===== config.mk =====
export PLATFORM = sky130hd
export DESIGN_NAME = axis_video_out
export DESIGN_NICKNAME = d
export VERILOG_FILES = /design/src/rtl/axis_video_out.sv
export SDC_FILE = /design/constraint.sdc
export NUM_CORES = 1
export LEC_CHECK = 0
export BUFFER_PORTS_ARGS = -buffer_cell sky130_fd_sc_hd__buf_2
export CORE_AREA = 2 2 160 162
export DETAILED_ROUTE_END_ITERATION = 6
export DIE_AREA = 0 0 162 164
export HOLD_SLACK_MARGIN = 0.06
export PLACE_DENSITY = 0.75
export REMOVE_ABC_BUFFERS = 1
export SLEW_MARGIN = 10
export SYNTH_ARGS = -nofsm -noshare
export SYNTH_HDL_FRONTEND = slang
export SYNTH_SLANG_ARGS = --single-unit
export TNS_END_PERCENT = 100

===== constraint.sdc =====
create_clock -name hclk -period 3.1 [get_ports hclk]
set_input_delay 0.31 -clock hclk [delete_from_list [all_inputs] [get_ports hclk]]
set_output_delay 0.31 -clock hclk [all_outputs]
set_load 0.01 [all_outputs]

===== src/rtl/axis_video_out.sv =====
// AXI-Stream RGB565 video sink: buffers beats in a small FIFO and regenerates
// hsync/vsync/de for the display, locking the stream to the raster via tuser/tlast.
module axis_video_out #(
    parameter int   H_ACTIVE   = 1024,
    parameter int   H_FP       = 24,
    parameter int   H_SYNC     = 136,
    parameter int   H_BP       = 160,
    parameter int   V_ACTIVE   = 768,
    parameter int   V_FP       = 3,
    parameter int   V_SYNC     = 6,
    parameter int   V_BP       = 29,
    parameter logic SYNC_POL   = 1'b0,
    parameter int   FIFO_DEPTH = 16
) (
    input  logic        hclk,
    input  logic        hreset,
    input  logic        ce,
    input  logic        en,
    input  logic [15:0] tdata_s,
    input  logic        tlast_s,
    input  logic        tuser_s,
    input  logic        tvalid_s,
    output logic        tready_s,
    output logic [15:0] vid_data,
    output logic        vid_hs,
    output logic        vid_vs,
    output logic        vid_de,
    output logic        err_underflow,
    output logic        err_desync,
    input  logic        err_clr
);
    localparam int AW = $clog2(FIFO_DEPTH);

    localparam logic [11:0] H_TOTAL  = 12'(H_ACTIVE + H_FP + H_SYNC + H_BP);
    localparam logic [11:0] V_TOTAL  = 12'(V_ACTIVE + V_FP + V_SYNC + V_BP);
    localparam logic [11:0] H_ACT    = 12'(H_ACTIVE);
    localparam logic [11:0] V_ACT    = 12'(V_ACTIVE);
    localparam logic [11:0] HS_START = 12'(H_ACTIVE + H_FP);
    localparam logic [11:0] HS_END   = 12'(H_ACTIVE + H_FP + H_SYNC);
    localparam logic [11:0] VS_START = 12'(V_ACTIVE + V_FP);
    localparam logic [11:0] VS_END   = 12'(V_ACTIVE + V_FP + V_SYNC);

    typedef enum logic [1:0] {
        SYNC,
        ARM,
        RUN
    } state_t;

    state_t      state;
    state_t      state_next;

    logic [11:0] h_cnt;
    logic [11:0] v_cnt;
    logic [AW:0] wr_ptr;
    logic [AW:0] rd_ptr;
    logic [17:0] mem [FIFO_DEPTH];
    logic [17:0] head;

    logic        full;
    logic        empty;
    logic        push;
    logic        pop_slot;
    logic        pop;
    logic        active;
    logic        at_origin;
    logic        at_line_end;
    logic        frame_end;
    logic        set_underflow;
    logic        set_desync;

    assign empty       = (wr_ptr == rd_ptr);
    assign full        = (wr_ptr[AW] != rd_ptr[AW]) && (wr_ptr[AW-1:0] == rd_ptr[AW-1:0]);
    assign head        = mem[rd_ptr[AW-1:0]];
    assign active      = (h_cnt < H_ACT) && (v_cnt < V_ACT);
    assign at_origin   = (h_cnt == 12'd0) && (v_cnt == 12'd0);
    assign at_line_end = (h_cnt == H_ACT - 12'd1);
    assign frame_end   = (h_cnt == H_TOTAL - 12'd1) && (v_cnt == V_TOTAL - 12'd1);

    // While hunting for a frame start every beat is taken so junk drains quickly
    assign tready_s = !hreset && en && ((state == SYNC) || !full);
    assign push     = tvalid_s && tready_s && ((state != SYNC) || tuser_s);
    assign pop_slot = ce && en && active && (state == RUN);
    assign pop      = pop_slot && !empty;

    always_ff @(posedge hclk) begin
        if (hreset || !en) begin
            h_cnt <= 12'd0;
            v_cnt <= 12'd0;
        end else if (ce) begin
            if (h_cnt == H_TOTAL - 12'd1) begin
                h_cnt <= 12'd0;
                v_cnt <= (v_cnt == V_TOTAL - 12'd1) ? 12'd0 : v_cnt + 12'd1;
            end else begin
                h_cnt <= h_cnt + 12'd1;
            end
        end
    end

    always_comb begin
        state_next    = state;
        set_underflow = 1'b0;
        set_desync    = 1'b0;
        case (state)
            SYNC: if (push) state_next = ARM;
            ARM:  if (ce && frame_end) state_next = RUN;
            RUN: begin
                if (pop_slot) begin
                    if (empty) begin
                        set_underflow = 1'b1;
                        state_next    = SYNC;
                    end else if ((head[17] != at_origin) || (head[16] != at_line_end)) begin
                        set_desync = 1'b1;
                        state_next = SYNC;
                    end
                end
            end
            default: state_next = SYNC;
        endcase
        if (!en) begin
            state_next    = SYNC;
            set_underflow = 1'b0;
            set_desync    = 1'b0;
        end
    end

    always_ff @(posedge hclk) begin
        if (hreset) state <= SYNC;
        else        state <= state_next;
    end

    // Pulling rd_ptr up to wr_ptr flushes; in SYNC this keeps only a freshly pushed frame start
    always_ff @(posedge hclk) begin
        if (hreset) begin
            wr_ptr <= '0;
            rd_ptr <= '0;
        end else begin
            if (push) wr_ptr <= wr_ptr + 1'b1;
            if ((state == SYNC) || (state_next == SYNC)) rd_ptr <= wr_ptr;
            else if (pop)                                rd_ptr <= rd_ptr + 1'b1;
        end
    end

    always_ff @(posedge hclk) begin
        if (push) mem[wr_ptr[AW-1:0]] <= {tuser_s, tlast_s, tdata_s};
    end

    always_ff @(posedge hclk) begin
        if (hreset) begin
            vid_data <= 16'd0;
            vid_de   <= 1'b0;
            vid_hs   <= ~SYNC_POL;
            vid_vs   <= ~SYNC_POL;
        end else if (ce) begin
            vid_hs   <= ((h_cnt >= HS_START) && (h_cnt < HS_END)) ? SYNC_POL : ~SYNC_POL;
            vid_vs   <= ((v_cnt >= VS_START) && (v_cnt < VS_END)) ? SYNC_POL : ~SYNC_POL;
            vid_de   <= active && en && (state == RUN);
            vid_data <= pop ? head[15:0] : 16'd0;
        end
    end

    always_ff @(posedge hclk) begin
        if (hreset || err_clr) begin
            err_underflow <= 1'b0;
            err_desync    <= 1'b0;
        end else begin
            if (set_underflow) err_underflow <= 1'b1;
            if (set_desync)    err_desync    <= 1'b1;
        end
    end

endmodule


* Yosys cells after proc, flatten, opt, wreduce, memory -nomap -nowiden *
Memories as Yosys holds them, arrays and structs flattened. A register that Yosys moved wholly into a read port is not among the register bits.
Cells that the tools add are included.

cells by class
  add/subtract/negate cells = 4
  multiplexer cells = 27
  reductions and logical operators = 34
  $lt $le $gt $ge = 6
  equal/unequal tests = 10

operators by type and width
  cell                                                                  count
  adder 12 x 1 -> 12 bit (second input constant)                        2
  equality test 12 x 10 -> 1 bit (second input constant)                2
  logical NOT 12 bit                                                    2
  less-than comparator 12 x 10 -> 1 bit (second input constant)         2
  less-than comparator 12 x 11 -> 1 bit (second input constant)         2
  2-to-1 mux 12 bit                                                     2
  logical AND 1 bit                                                     17
  2-to-1 mux 16 bit                                                     1
  2-to-1 mux 1 bit                                                      13
  equality test 12 x 11 -> 1 bit (second input constant)                1
  greater-or-equal comparator 12 x 10 -> 1 bit (second input constant)  1
  greater-or-equal comparator 12 x 11 -> 1 bit (second input constant)  1
  2-to-1 mux 2 bit                                                      6
  adder 5 x 1 -> 5 bit (second input constant)                          2
  2-to-1 mux 5 bit                                                      2
  2-to-1 mux 4 bit                                                      2
  logical OR 1 bit                                                      6
  case mux 2 bit (3 select lines)                                       1
  equality test 5 bit                                                   1
  equality test 4 bit                                                   1
  logical NOT 1 bit                                                     4
  logical NOT 2 bit                                                     2
  nonzero test 2 bit                                                    2
  inequality test 1 bit                                                 3
  3 further kinds                                                       3

word-level totals
  memory bits (writable) = 288
  memories = 1
  word-level logic and storage cells = 93
  output and inout bits = 22
  flip-flop bits (word level) = 57
  input port bits = 24

memory list
  name  words  width  read ports  clocked after Yosys merged registers in  write ports  line  text
  mem   16     18     1           1                                        1            56    logic [17:0] mem [FIFO_DEPTH];

* Logic depth before layout (Yosys ltp) *
  depth in word-level cells = 15
  depth in mapped cells = 8
  mapped depth without buffers = 8

* Worst setup path before layout *
No wires, ideal clock.

  path kind = flip-flop to flip-flop
  start point = register rd_ptr[4]
  end point = memory mem[3][0], enable pin
  buffers on the path = 0
  stages on the path, launching flop included = 6
  setup slack = -0.068 ns
  data required time = 2.684 ns
  clock period less this slack = 3.168 ns
  arrival time = 2.753 ns
  path through = dfxtp_1 -> xnor2_1 -> nor2_1 -> a211oi_2 -> nand2_1 -> nor3_1

on the way
  cells in the longest elaborated chain, start to end = 9

RTL lines
  what                                    line  text
  start: declaration                      55    logic [AW:0] rd_ptr;
  start signal: assignment                138   if ((state == SYNC) || (state_next == SYNC)) rd_ptr <= wr_ptr;
  start signal: assignment                139   else if (pop) rd_ptr <= rd_ptr + 1'b1;
  inequality test 1 bit                   72    assign full = (wr_ptr[AW] != rd_ptr[AW]) && (wr_ptr[AW-1:0] == rd_ptr[AW-1:0]);
  logical AND 1 bit                       72
  logical NOT 1 bit                       80    assign tready_s = !hreset && en && ((state == SYNC) || !full);
  logical OR 1 bit                        80
  logical AND 1 bit                       80
  logical AND 1 bit (2 in series)         81    assign push = tvalid_s && tready_s && ((state != SYNC) || tuser_s);
  2-to-1 mux 1 bit                        144   if (push) mem[wr_ptr[AW-1:0]] <= {tuser_s, tlast_s, tdata_s};
  2-to-1 mux 1 bit (not written as such)  144
  end: declaration                        56

Every way passes these cells.

==> flow_metrics.tcl <==
set metrics [dict create \
    p_leak_uw 0.00526 \
    coreArea_um2 24800 \
    path_buf_inv 0 \
    max_slew_margin_pct 62.7 \
    final-hold-violation-count 0 \
    syn_inst 759 \
    drive_gt1_share_pct 29.4 \
    grt_max_degree 42 \
    die_area_um2 26600 \
    cts_setup_buffers 0 \
    nets 887 \
    synth-edff-count 288 \
    r2r_slack_ns 0.45 \
    fin_ws_ns 0.454 \
    grt_pass1_wl_um 46000 \
    cts_tree "built" \
    wl_um 30400 \
    clock_path_buffers 3 \
    area_delta_synth_final_pct 15.7 \
    cts_buffers 36 \
    wl_per_cell_um 25.1 \
    clock_latency_ns 0.52 \
    synth_top_area_cell "edfxtp_1" \
    synth_cell_types 51 \
    max_freq_mhz 378 \
    finalSetupViolCount 0 \
    crit_fanout 7 \
    start_kind "register" \
    hold_start "err_clr" \
    dp_hpwl_um 17700 \
    ctsHoldBuffers 0 \
    crit_path_end_kind "register" \
    min_to "err_underflow" \
    die_x_um 162 \
    syn_area_um2 13800 \
    synth_warnings 0 \
    r2r_cells 6 \
    nFillCells 1669 \
    synth_top_area_share_pct 62.7 \
    power.share.sequential_pct 52.2 \
    cts_root_buffer "clkbuf_16" \
    cts.sinks 349 \
    path_class "reg2reg" \
    rows 58 \
    gp_congestion 0.815 \
    cts_resized 0 \
    num_vias 7398 \
    timing.final.max_slew_violations 0 \
    port_buffers 45 \
    vdd.ir_drop.worst_mv 0.543 \
    grt-ovfl-total 0 \
    first_pass_iters 6 \
    finalCritPeriodShare_pct 85.3 \
    ant_nets 0 \
    power_switching_uw 1860 \
    synth-seq-area-share_pct 71.5 \
    cp_slowest_cell "mux4_1" \
    finalSetupTns_ns 0 \
    max-cap-violations 0 \
    initial_core_util_pct 55.6 \
    synthTopCellsByArea "edfxtp_1 (63%), mux4_2 (14%), dfxtp_1 (8.9%)" \
    htree_levels 2 \
    final_common_cell "edfxtp_1" \
    clkSlewWorstSetupHoldPaths_ns 0.07 \
    synth_area_per_cell_um2 18.2 \
    grt_pass1_vias 7769 \
    rsz0062_at_grt "no" \
    fin_crit_ns 2.65 \
    swShare_pct 19.1 \
    power.total_uw 9730 \
    antenna_found_initial 3 \
    power.share.combinational_pct 1.9 \
    drtIter0Drc 799 \
    worstMarginPinSlew_ns 0.559 \
    cp_cell_sequence "mux4_1 -> mux4_2 -> xor2_1 -> nor3_4 -> a21boi_4 -> mux2_1" \
    ys_ff_latch 349 \
    clkPwrFrac_pct 45.9 \
    preCtsSetupSlack_ns 0.451 \
    run_status "finished, final reports clean" \
    whs_path_depth 3 \
    async_reset_ff_share_pct 0 \
    finalClockSkew_ns 0.0251 \
    hold_class "in2reg" \
    dieHeight_um 164 \
    worstPathRequired_ns 3.49 \
    power.density_nw_per_um2 610 \
    p_int_uw 7870 \
    critical_path.top_delay_family "multiplexers" \
    synthFlopType "edfxtp_1" \
    grt_use_total_pct 23.8 \
    critical_path_arrival_ns 3.03 \
    io_pins 46 \
    final_cell_mix "edfxtp_1 (288), mux4_2 (86), nor2_1 (64)" \
    viasPerCell 6.10 \
    critPathMaxStageDelay_ns 0.57 \
    drc 0 \
]
-- cell families after synthesis --
kind of cell,synth area share [%]
flops,71.5
compound gates,2.41
simple gates,5.78
xor+xnor,2.29
buf+inv,1.44
fa+ha+maj,0.998
mux,15.5
-- power by group through the flow --
stage | sequential, µW | combinational (µW) | clock, µW
5_1_grt | 5080 | 196 | 4730
3_3_place_gp | 5180 | 169 | 0
4_1_cts | 5080 | 180 | 4530
6_report | 5080 | 180 | 4470
3_5_place_dp | 5180 | 179 | 0
2_1_floorplan | 5190 | 73.0 | 0
-- cell usage after synthesis (2+ instances only) --
master / n
nor4_1: 6
and3_1: 3
dfxtp_1: 61
o21ai_0: 5
and2_1: 2
xor2_1: 21
nand2b_1: 2
a2111oi_0: 3
mux2_1: 2
a211oi_1: 2
a21boi_0: 3
nor2b_1: 3
ha_1: 11
buf_1: 2
a21oi_1: 7
clkbuf_1: 23
mux2i_1: 12
o21a_1: 2
nand4_1: 10
mux4_1: 2
xnor2_1: 15
nand3_1: 13
a22oi_1: 15
nor2_1: 75
a32o_1: 2
inv_1: 12
nor3_1: 11
edfxtp_1: 288
mux4_2: 86
buf_2: 8
nand2_1: 32
-- worst max path at each step --
stage	depth (start not counted)	to	slack (ns)
2_1_floorplan	6	register	-1.70
4_1_cts	6	register	0.43
6_report	6	register	0.45
3_5_place_dp	6	register	0.45
5_1_grt	8	register	0.36
3_3_place_gp	6	rd_ptr[1]	0.54
-- flip-flops by register name, indices dropped and copies added, names as in the netlist, 2 cells and up, named ones only --
name and cells:
v_cnt 12, rd_ptr 5, wr_ptr 5, h_cnt 12, mem 288, state 2
vid_data 16
-- tightest hold or removal path, cell delays in order --
cell	delay, ns
buf_2	0.09
nor2_1	0.04
o21a_1	0.09
-- cell type report --
type | instances | area [µm²] | area share, %
Antenna cell | 2 | 5.00 | 0.0314
Clock buffer | 48 | 1020 | 6.37
Clock inverter | 18 | 224 | 1.40
Inverter | 13 | 48.8 | 0.306
Multi-Input combinational cell | 362 | 3780 | 23.7
Sequential cell | 349 | 9880 | 61.9
Tap cell | 330 | 413 | 2.59
Timing Repair Buffer | 90 | 601 | 3.76
-- metal layers --
| metal | track usage, % | wire, µm | vias to the layer above |
|---|---|---|---|
| met4 | 9.94 | 1090 | 2 |
| met5 | 0 | 7 | - |
| met3 | 5.30 | 2490 | 76 |
| li1 | - | - | 3197 |
| met2 | 40.1 | 15300 | 357 |
| met1 | 30.1 | 11500 | 3766 |
-- per-stage QoR --
step,hold slack [ns],utilization (%),instance area (µm²),cells
2_1_floorplan,0.379,-,13600,724
3_3_place_gp,0.461,59.3,14700,1144
3_5_place_dp,0.459,59.3,14700,1144
4_1_cts,0.0650,64.3,16000,1210
5_1_grt,0.0642,64.3,16000,1211
6_report,0.0802,64.3,16000,1212
Note: power is estimated with default switching activity, not from simulation.
